### src/rtl/rab_target_arb.sv
// rab_target_arb
// Responder end of the register access bus. Two initiators (the MCU XRAM
// window and the I2C slave) post single-cycle read/write strobes; each request
// is latched in a per-initiator pending slot, a round-robin arbiter picks one,
// and a small FSM performs the access on the register-file port before
// returning a one-cycle ack (with read data for reads) to that initiator.
//
// Ports:
//   clk, rst                     clock, synchronous active-high reset
//   mcu_rab_*  / i2c_rab_*       initiator strobes, address, write data in;
//                                ack pulse and held read data out
//   reg_addr, reg_wdata          register-file address / write data
//   reg_wr, reg_rd               register-file one-cycle write / read strobes
//   reg_rdata                    register-file read data, valid after reg_rd
//   rab_busy                     an access is in progress
module rab_target_arb #(
  parameter int RAB_ADDR_WIDTH = 9
) (
  input  logic                      clk,
  input  logic                      rst,
  input  logic                      mcu_rab_write,
  input  logic                      mcu_rab_read,
  input  logic [RAB_ADDR_WIDTH-1:0] mcu_rab_addr,
  input  logic [7:0]                mcu_rab_wdata,
  output logic                      mcu_rab_ack,
  output logic [7:0]                mcu_rab_rdata,
  input  logic                      i2c_rab_write,
  input  logic                      i2c_rab_read,
  input  logic [RAB_ADDR_WIDTH-1:0] i2c_rab_addr,
  input  logic [7:0]                i2c_rab_wdata,
  output logic                      i2c_rab_ack,
  output logic [7:0]                i2c_rab_rdata,
  output logic [RAB_ADDR_WIDTH-1:0] reg_addr,
  output logic [7:0]                reg_wdata,
  output logic                      reg_wr,
  output logic                      reg_rd,
  input  logic [7:0]                reg_rdata,
  output logic                      rab_busy
);

  typedef enum logic [1:0] {
    IDLE  = 2'd0,
    ISSUE = 2'd1,
    RWAIT = 2'd2,
    ACK   = 2'd3
  } state_e;

  localparam logic GNT_MCU = 1'b0;
  localparam logic GNT_I2C = 1'b1;

  state_e                    state_q, state_d;
  logic                      last_grant_q, last_grant_d;

  logic                      mcu_pend_q, mcu_pend_d;
  logic [RAB_ADDR_WIDTH-1:0] mcu_addr_q, mcu_addr_d;
  logic [7:0]                mcu_wdata_q, mcu_wdata_d;
  logic                      mcu_wr_q, mcu_wr_d;
  logic [7:0]                mcu_rdata_q, mcu_rdata_d;

  logic                      i2c_pend_q, i2c_pend_d;
  logic [RAB_ADDR_WIDTH-1:0] i2c_addr_q, i2c_addr_d;
  logic [7:0]                i2c_wdata_q, i2c_wdata_d;
  logic                      i2c_wr_q, i2c_wr_d;
  logic [7:0]                i2c_rdata_q, i2c_rdata_d;

  logic [RAB_ADDR_WIDTH-1:0] sel_addr;
  logic [7:0]                sel_wdata;
  logic                      sel_wr;

  // last_grant doubles as the current grant: it is updated on the IDLE->ISSUE
  // transition and stays stable for the whole access.
  always_comb begin
    if (last_grant_q == GNT_MCU) begin
      sel_addr  = mcu_addr_q;
      sel_wdata = mcu_wdata_q;
      sel_wr    = mcu_wr_q;
    end else begin
      sel_addr  = i2c_addr_q;
      sel_wdata = i2c_wdata_q;
      sel_wr    = i2c_wr_q;
    end
  end

  // Access sequencer: arbitrate in IDLE, strobe the register file in ISSUE,
  // wait one cycle for read data in RWAIT, and pulse the ack in ACK.
  always_comb begin
    state_d      = state_q;
    last_grant_d = last_grant_q;
    reg_wr       = 1'b0;
    reg_rd       = 1'b0;
    mcu_rab_ack  = 1'b0;
    i2c_rab_ack  = 1'b0;
    case (state_q)
      IDLE: begin
        if (mcu_pend_q && i2c_pend_q) begin
          last_grant_d = ~last_grant_q;
          state_d      = ISSUE;
        end else if (mcu_pend_q) begin
          last_grant_d = GNT_MCU;
          state_d      = ISSUE;
        end else if (i2c_pend_q) begin
          last_grant_d = GNT_I2C;
          state_d      = ISSUE;
        end
      end
      ISSUE: begin
        if (sel_wr) begin
          reg_wr  = 1'b1;
          state_d = ACK;
        end else begin
          reg_rd  = 1'b1;
          state_d = RWAIT;
        end
      end
      RWAIT: begin
        state_d = ACK;
      end
      ACK: begin
        if (last_grant_q == GNT_MCU) begin
          mcu_rab_ack = 1'b1;
        end else begin
          i2c_rab_ack = 1'b1;
        end
        state_d = IDLE;
      end
      default: begin
        state_d = IDLE;
      end
    endcase
  end

  // Request slots. A strobe is taken only into an empty slot, or into the slot
  // being acked this cycle so that back-to-back requests are not lost. A
  // simultaneous read+write is latched as a write.
  always_comb begin
    mcu_pend_d  = mcu_pend_q;
    mcu_addr_d  = mcu_addr_q;
    mcu_wdata_d = mcu_wdata_q;
    mcu_wr_d    = mcu_wr_q;
    i2c_pend_d  = i2c_pend_q;
    i2c_addr_d  = i2c_addr_q;
    i2c_wdata_d = i2c_wdata_q;
    i2c_wr_d    = i2c_wr_q;
    if ((!mcu_pend_q || mcu_rab_ack) && (mcu_rab_write || mcu_rab_read)) begin
      mcu_pend_d  = 1'b1;
      mcu_addr_d  = mcu_rab_addr;
      mcu_wdata_d = mcu_rab_wdata;
      mcu_wr_d    = mcu_rab_write;
    end else if (mcu_rab_ack) begin
      mcu_pend_d  = 1'b0;
    end
    if ((!i2c_pend_q || i2c_rab_ack) && (i2c_rab_write || i2c_rab_read)) begin
      i2c_pend_d  = 1'b1;
      i2c_addr_d  = i2c_rab_addr;
      i2c_wdata_d = i2c_rab_wdata;
      i2c_wr_d    = i2c_rab_write;
    end else if (i2c_rab_ack) begin
      i2c_pend_d  = 1'b0;
    end
  end

  // Read data is captured only in RWAIT for the granted initiator, so each
  // initiator's rdata holds until its own next read completes.
  always_comb begin
    mcu_rdata_d = mcu_rdata_q;
    i2c_rdata_d = i2c_rdata_q;
    if (state_q == RWAIT) begin
      if (last_grant_q == GNT_MCU) begin
        mcu_rdata_d = reg_rdata;
      end else begin
        i2c_rdata_d = reg_rdata;
      end
    end
  end

  // Reset leaves last_grant on I2C so the MCU wins the first tie, and drops
  // any in-flight access without an ack.
  always_ff @(posedge clk) begin
    if (rst) begin
      state_q      <= IDLE;
      last_grant_q <= GNT_I2C;
      mcu_pend_q   <= 1'b0;
      mcu_addr_q   <= '0;
      mcu_wdata_q  <= '0;
      mcu_wr_q     <= 1'b0;
      mcu_rdata_q  <= '0;
      i2c_pend_q   <= 1'b0;
      i2c_addr_q   <= '0;
      i2c_wdata_q  <= '0;
      i2c_wr_q     <= 1'b0;
      i2c_rdata_q  <= '0;
    end else begin
      state_q      <= state_d;
      last_grant_q <= last_grant_d;
      mcu_pend_q   <= mcu_pend_d;
      mcu_addr_q   <= mcu_addr_d;
      mcu_wdata_q  <= mcu_wdata_d;
      mcu_wr_q     <= mcu_wr_d;
      mcu_rdata_q  <= mcu_rdata_d;
      i2c_pend_q   <= i2c_pend_d;
      i2c_addr_q   <= i2c_addr_d;
      i2c_wdata_q  <= i2c_wdata_d;
      i2c_wr_q     <= i2c_wr_d;
      i2c_rdata_q  <= i2c_rdata_d;
    end
  end

  assign reg_addr      = (state_q != IDLE) ? sel_addr : '0;
  assign reg_wdata     = (state_q != IDLE) ? sel_wdata : '0;
  assign rab_busy      = (state_q != IDLE);
  assign mcu_rab_rdata = mcu_rdata_q;
  assign i2c_rab_rdata = i2c_rdata_q;

endmodule

### config.mk
export PLATFORM = sky130hd
export DESIGN_NAME = rab_target_arb
export DESIGN_NICKNAME = d
export VERILOG_FILES = /design/src/rtl/rab_target_arb.sv
export SDC_FILE = /design/constraint.sdc
export NUM_CORES = 1
export LEC_CHECK = 0
export ABC_AREA = 1
export BUFFER_PORTS_ARGS = -buffer_cell sky130_fd_sc_hd__clkbuf_2
export CORE_MARGIN = 5
export CORE_UTILIZATION = 30
export DETAILED_ROUTE_END_ITERATION = 7
export GPL_ROUTABILITY_DRIVEN = 1
export GPL_TIMING_DRIVEN = 1
export SYNTH_ARGS = -nofsm -noshare
export SYNTH_HDL_FRONTEND = slang
export SYNTH_SLANG_ARGS = --single-unit
### constraint.sdc
create_clock -name clk -period 1.8 [get_ports clk]
set_input_delay 0.09 -clock clk [delete_from_list [all_inputs] [get_ports clk]]
set_output_delay 0.09 -clock clk [all_outputs]
set_load 0.05 [all_outputs]
==> key figures, run 1 <==
Outcome
  – Status: complete, no violations

Floorplanning
  – Die area: 0.0100 mm^2
  – Starting density of the core: 31.2%
  – Core area: between 0.007 and 0.008 mm^2
  – Chip height: 100 um
  – Die width: ~100 um
  – Row count: 32
  – Io pins: 86

Drt
  – Initial drt markers: ~130
  – # DRC: 0
  – Post-route ant nets: 0
  – Routed vias/inst: around 4.6
  – DR WL/cell: 13.3 um
  – DR vias: about 2400
  – Routed WL: 7.01 mm
  – DR pass1 iterations: 4

Global routing
  – First-pass GRT wire length: about 12 mm
  – Vias in the first global route: between 2000 and 2500
  – Largest net degree at the start of global routing: 40
  – GRT overflow: 0
  – GRT Overall Usage: approximately 15%
  – Initial antenna violation count: 0

Finish
  – Final design utilization: 42.8%
  – P&R area growth vs syn: 37.2%
  – Final Instance Area: roughly 0.0033 mm^2
  – Post-layout nets: 472
  – Diodes inserted: 0
  – Fillers: around 800
  – Share of cells above drive strength 1: 30.7%

STA
  – Max Freq: slightly below 600 MHz
  – Setup violations, final: 0
  – Clk_skew: approximately 0.0065 ns
  – Setup TNS: 0 ns
  – Setup WS post-layout: around 0.069 ns
  – Headroom to the max-slew limit: between 50% and 60%
  – Slew Limit Fails: 0
  – Worst-Margin Slew: 0.631 ns
  – Tmin final: around 1.7 ns
  – Final number of hold-violating endpoints: 0
  – RSZ-0062 raised after global routing: true
  – Hold_ws: 0.0150 ns
  – Final period util: between 90% and 100%

Clock tree
  – CTS tree: built
  – H-Tree Depth: 3
  – CTS buffer count: 9
  – Clock Pin Slew Worst Setup and Hold Paths: roughly 0.060 ns
  – Worst skew pair latency: ~0.33 ns
  – CTS Sinks: 57
  – Clock Tree Buf Depth: 2
  – Root Buffer: clkbuf_8

Synth
  – Sequential share of the synthesized area: between 40% and 50%
  – Syn Area/Cell: between 7 and 8 um^2
  – Synth unique cells: 19
  – Warnings from Yosys: 0
  – Syn_nets: 380
  – Mapped Area: between 0.002 and 0.0025 mm^2
  – Seq cells post-synth: 57
  – Cell count after synthesis: between 300 and 400

Placed design
  – Area post-placement: 0.00295 mm^2
  – Detail Placement HPWL: 5.18 mm
  – Post-Place Worst Slack: -0.0234 ns
  – Port bufs: 85
  – Placer Congestion: ~0.82

Setup path
  – Max stage delay cell, worst path: dfxtp_2
  – CP Buf/Inv Count: 3
  – R2R depth: 6
  – Worst setup SP type: flop
  – CP Data Required Time: 1.71 ns
  – CP delay by family, top: buffers and inverters
  – Worst reg2reg path endpoint: mcu_wdata_q[5]$_SDFFE_PP0P_
  – CP arrival: about 1.6 ns
  – Max FO, Critical Path: 5
  – CP Cell Sequence: inv_1, ha_4, clkinvlp_2, o21ai_0, nor2_1, clkbuf_8
  – Endpoint type of the worst setup path: output pin
  – Worst stage delay on the critical path: between 0.3 and 0.4 ns
  – R2r setup slk: 0.29 ns
  – Kind of critical path: reg2out
  – R2r startpoint: state_q[0]$_SDFFE_PP0P_

Hold path
  – Worst hold start: mcu_rab_wdata[6]
  – HP Class: in2reg
  – WHS Path Cells: 3
  – Worst hold path endpoint: mcu_wdata_q[6]$_SDFFE_PP0P_

Run
  – Max Cap Viol: 0

Pwr
  – Leakage Power: roughly 1.5 nW
  – PwrDens: 1570 mW/mm^2
  – VDD IR max: 0.557 mV
[per-layer routing]
| metal | up-vias | track usage (%) | routed length [um] |
|---|---|---|---|
| met5 | - | 0 | 0 |
| met4 | 0 | 6.94 | 157 |
| met3 | 13 | 3.96 | 292 |
| met2 | 56 | 22.8 | 3360 |
| met1 | 1070 | 18.7 | 3200 |
| li1 | 1262 | - | - |
[logic make-up (layout without fill, tap and decap cells)]
group | after synthesis | after routing | share of synthesized area, %
adder cells (fa/ha/maj) | 4 | 4 | 2.05
buffers and inverters | 30 | 126 | 7.40
flip-flops | 57 | 57 | 46.8
AO/OA/AOI/OAI | 76 | 76 | 15.9
AND/OR/NAND/NOR | 161 | 161 | 27.8
[what timing repair did]
item	CTS	global route
gates resized for setup	23	16
endpoints found under the setup margin	18	17
setup buffers	0	1
hold endpoints to repair	8	0
cloned	1	1
pin swaps	0	2
hold buffers	8	0
[cells in the final DEF (no fill, tap or decap), types with 2 or more instances in the layout]
master          n
nand3_1        38
clkinvlp_4      2
nor2_1         59
clkbuf_8       15
nor2_4          9
clkbuf_2       69
o21ai_0        31
nand2_2         2
dfxtp_2         2
dfxtp_1        55
dlygate4sd3_1   8
buf_4           9
nand2_4         2
ha_1            3
nand2_1        49
clkbuf_4        7
buf_6           2
or2_1           2
inv_2           3
inv_1           6
a21oi_1        40
o21ai_1         2
a21oi_2         2
clkinv_2        2
[cells in the mapped netlist (all sizes together)]
| library cell | count | area [um^2] |
|---|---|---|
| nor2 | 68 | 255 |
| dfxtp | 57 | 1140 |
| nand2 | 53 | 219 |
| a21oi | 42 | 218 |
| nand3 | 38 | 190 |
| o21ai | 34 | 170 |
| buf | 15 | 124 |
| inv | 10 | 37.5 |
| clkbuf | 5 | 18.8 |
| ha | 4 | 50.1 |
| or2 | 2 | 12.5 |
[tightest hold or removal path, stage by stage]
cell and delay [ns]:
clkbuf_2 0.08, nand3_1 0.06, a21oi_1 0.06
[area by class of cell]
class	instances	area (um^2)	area share, %
Inverter	10	41.3	1.24
Timing Repair Buffer	99	623	18.6
Multi-Input combinational cell	241	1200	35.9
Clock inverter	3	40.0	1.20
Clock buffer	12	155	4.64
Timing Repair inverter	2	12.5	0.374
Sequential cell	57	1140	34.2
Tap cell	102	128	3.82
[flip-flops by register name, indices dropped and copies added, names as in the netlist]
name	count
i2c_addr_q	9
mcu_addr_q	9
i2c_rab_rdata	8
i2c_wdata_q	8
mcu_rab_rdata	8
mcu_wdata_q	8
state_q	2
i2c_pend_q	1
i2c_wr_q	1
last_grant_q	1
mcu_pend_q	1
mcu_wr_q	1
[power by group]
group	total, W	switching, W	internal, W
combinational	0.00248	0.00176	0.000717
sequential	0.00158	0.000122	0.00145
clock	0.00119	0.000488	0.000703
[how the worst max path moves through the flow]
stage,depth (start not counted),slack [ns],from,endpoint
3_3_place_gp,6,0.05,state_q[0]$_SDFFE_PP0P_,reg_addr[6]
6_report,6,0.07,state_q[1]$_SDFFE_PP0P_,reg_addr[3]
3_5_place_dp,6,-0.02,state_q[0]$_SDFFE_PP0P_,reg_addr[7]
5_1_grt,6,-0.02,state_q[1]$_SDFFE_PP0P_,reg_wdata[3]
2_1_floorplan,6,0.006,state_q[0]$_SDFFE_PP0P_,reg_addr[6]
4_1_cts,6,0.006,state_q[0]$_SDFFE_PP0P_,reg_wdata[6]
[metrics by stage]
stage | total power (W) | instances
final | 0.00525 | 526
after global routing | 0.00557 | 526
after CTS | 0.00520 | 524
after detailed placement | 0.00382 | 500
after global placement | 0.00378 | 500
after floorplan | 0.00336 | 328
Power figures use the tool's default switching activity.
==> inputs of run 2 (changes only) <==
CTS_CLUSTER_SIZE = 12   (was not set)
SETUP_SLACK_MARGIN = 0.3   (was not set)
==> key figures, run 2 (synthesis results as in run 1) <==
STA
  – Setup TNS: 0 ns (unchanged)
  – Slew Limit Fails: 0 (unchanged)
  – Headroom to the max-slew limit: 51.1% (-6.8 points)
  – Final number of hold-violating endpoints: 0 (unchanged)
  – Final period util: 84.5% (-12 points)
  – Clk_skew: 0.0109 ns (+0.00432 ns)
  – Setup violations, final: 0 (unchanged)
  – Tmin final: 1.52 ns (-0.210 ns)
  – RSZ-0062 raised after global routing: true
  – Worst-Margin Slew: 0.733 ns (+0.102 ns)
  – Max Freq: 657 MHz (+14%)

Finish
  – Diodes inserted: 0 (unchanged)
  – Most frequent cells in the layout: 64 x clkbuf_2, 54 x dfxtp_1, 51 x nor2_1
  – P&R area growth vs syn: 46.7%
  – Post-route insts no fill: 526 (unchanged)
  – Share of cells above drive strength 1: 39.6% (+9.0 points)
  – Post-layout nets: 471 (-0.21%)
  – Storage element area: 0.00115 mm^2 (+0.33%)
  – Final Instance Area: 0.00357 mm^2 (+6.9%)
  – Multi-input gate area: 0.00131 mm^2 (+9.2%)
  – Fillers: 787 (-4.3%)
  – Commonest non-fill, non-tap cell in the layout: clkbuf_2
  – Regs by FF count: i2c_addr_q: 9 flops, mcu_addr_q: 9 flops

Setup path
  – R2R depth: 7 (+1)
  – CP Cell Sequence: inv_4, ha_4, inv_8, o21ai_2, nor2_2, buf_8
  – Max stage delay cell, worst path: dfxtp_4
  – Worst setup SP type: flop
  – CP Data Required Time: 1.71 ns (about the same)
  – R2r startpoint: state_q[1]$_SDFFE_PP0P_
  – Worst reg2reg path endpoint: i2c_wdata_q[1]$_SDFFE_PP0P_
  – Kind of critical path: reg2out
  – Worst stage delay on the critical path: 0.37 ns (about the same)
  – Endpoint type of the worst setup path: output pin
  – R2r setup slk: 0.38 ns (+0.09 ns)
  – Max FO, Critical Path: 5 (unchanged)
  – CP arrival: 1.43 ns (-0.21 ns)

Floorplanning
  – Core area: 0.00781 mm^2 (unchanged)
  – Die area: 0.0100 mm^2 (unchanged)
  – Row count: 32 (unchanged)
  – Die width: 100 um (unchanged)
  – Chip height: 100 um (unchanged)
  – Io pins: 86 (unchanged)
  – Starting density of the core: 31.2% (unchanged)

Run
  – Max Cap Viol: 0 (unchanged)

Drt
  – DR WL/cell: 13.9 um (+4.3%)
  – DR pass1 iterations: 4 (unchanged)
  – Initial drt markers: 137 (+6.2%)
  – Post-route ant nets: 0 (unchanged)
  – Routed WL: 7.32 mm (+4.3%)
  – DR vias: 2479 (+3.2%)
  – Routed vias/inst: 4.71 (+3.2%)
  – # DRC: 0 (unchanged)

Placed design
  – Detail Placement HPWL: 5.06 mm (-2.3%)
  – Placer Congestion: 0.817 (-0.62%)
  – Inst Count DP: 500 (unchanged)
  – Area post-placement: 0.00297 mm^2 (+0.76%)
  – Port bufs: 85 (unchanged)

Clock tree
  – Clock Pin Slew Worst Setup and Hold Paths: 0.07 ns (about the same)
  – Worst skew pair latency: 0.33 ns (about the same)
  – CTS Sinks: 57 (unchanged)
  – CTS tree: built
  – H-Tree Depth: 3 (unchanged)
  – CTS buffer count: 9 (unchanged)
  – Clock Tree Buf Depth: 2 (unchanged)
  – Root Buffer: clkbuf_8

Hold path
  – Worst hold start: mcu_rab_write
  – WHS Path Cells: 3 (unchanged)
  – HP Class: in2reg
  – Worst hold path endpoint: mcu_wr_q$_SDFFE_PP0P_

Pwr
  – PwrDens: 1640 mW/mm^2 (+4.1%)
  – VDD IR max: 0.507 mV (-9.1%)
  – Power consumption: 0.00584 W (+11%)
  – Leakage Power: 1.51 nW (+3.9%)

Global routing
  – Largest net degree at the start of global routing: 40 (unchanged)
  – First-pass GRT wire length: 11.5 mm (-0.49%)
  – GRT overflow: 0 (unchanged)
  – Vias in the first global route: 2369 (-1.6%)
  – Initial antenna violation count: 0 (unchanged)
  – GRT Overall Usage: 14.4% (-0.18 points)

Outcome
  – Status: complete, no violations
## run 2: critical path, delay by kind of cell, from the launching register on
kind | cells | cell delay (ns)
buffers and inverters | 3 | 0.30
adders and majority gates | 1 | 0.22
AOI/OAI and AO/OA | 1 | 0.06
and+or+nand+nor | 1 | 0.15
DFF | 1 | 0.37
## run 2: stage by stage
| step | hold WS [ns] | utilization (%) | worst slack [ns] |
|---|---|---|---|
| 2_1_floorplan | 0.237 | - | 0.313 |
| 3_3_place_gp | 0.349 | 38.1 | 0.234 |
| 3_5_place_dp | 0.351 | 38.1 | 0.204 |
| 4_1_cts | 0.00305 | 43.4 | 0.269 |
| 5_1_grt | 0.0130 | 45.8 | 0.232 |
| 6_report | 0.0107 | 45.8 | 0.279 |
## run 2: report_power, final
part	internal, W	switching (W)
Clock	0.000676	0.000528
Combinational	0.00103	0.00201
Sequential	0.00146	0.000134
Total	0.00317	0.00268
## run 2: final cells by class
class	count	area share (%)
repair inverters	3	0.735
clock inverters	6	1.89
clock buffers	10	3.85
repair buffers	96	19.8
flip-flops and latches	57	32.1
well taps	102	3.57
multi-input cells	242	36.6
inverters	10	1.40
## run 2: per-layer routing
metal	wire length [um]	global-route usage (%)	part of all wire (%)
met5	0	0	0
met3	404	2.85	5.5
met4	80	5.49	1.1
met1	3390	19.7	46
met2	3450	22.5	47
## run 2: timing repair
item	CTS	global route
hold buffers	0	0
hold endpoints to repair	0	0
resized for setup	58	61
gates cloned	1	3
pin swaps	2	16
setup buffers	3	3
setup endpoints to repair	26	51
## run 2: worst max path at each step
stage	start	slack, ns	depth (start not counted)	end
after floorplan	state_q[0]$_SDFFE_PP0P_	0.31	6	reg_wdata[1]
after global placement	state_q[0]$_SDFFE_PP0P_	0.23	6	reg_wdata[1]
after detailed placement	state_q[0]$_SDFFE_PP0P_	0.20	6	reg_wdata[1]
after CTS	state_q[0]$_SDFFE_PP0P_	0.27	6	reg_wdata[1]
after global routing	state_q[0]$_SDFFE_PP0P_	0.23	6	reg_addr[8]
final	state_q[0]$_SDFFE_PP0P_	0.28	6	reg_addr[8]
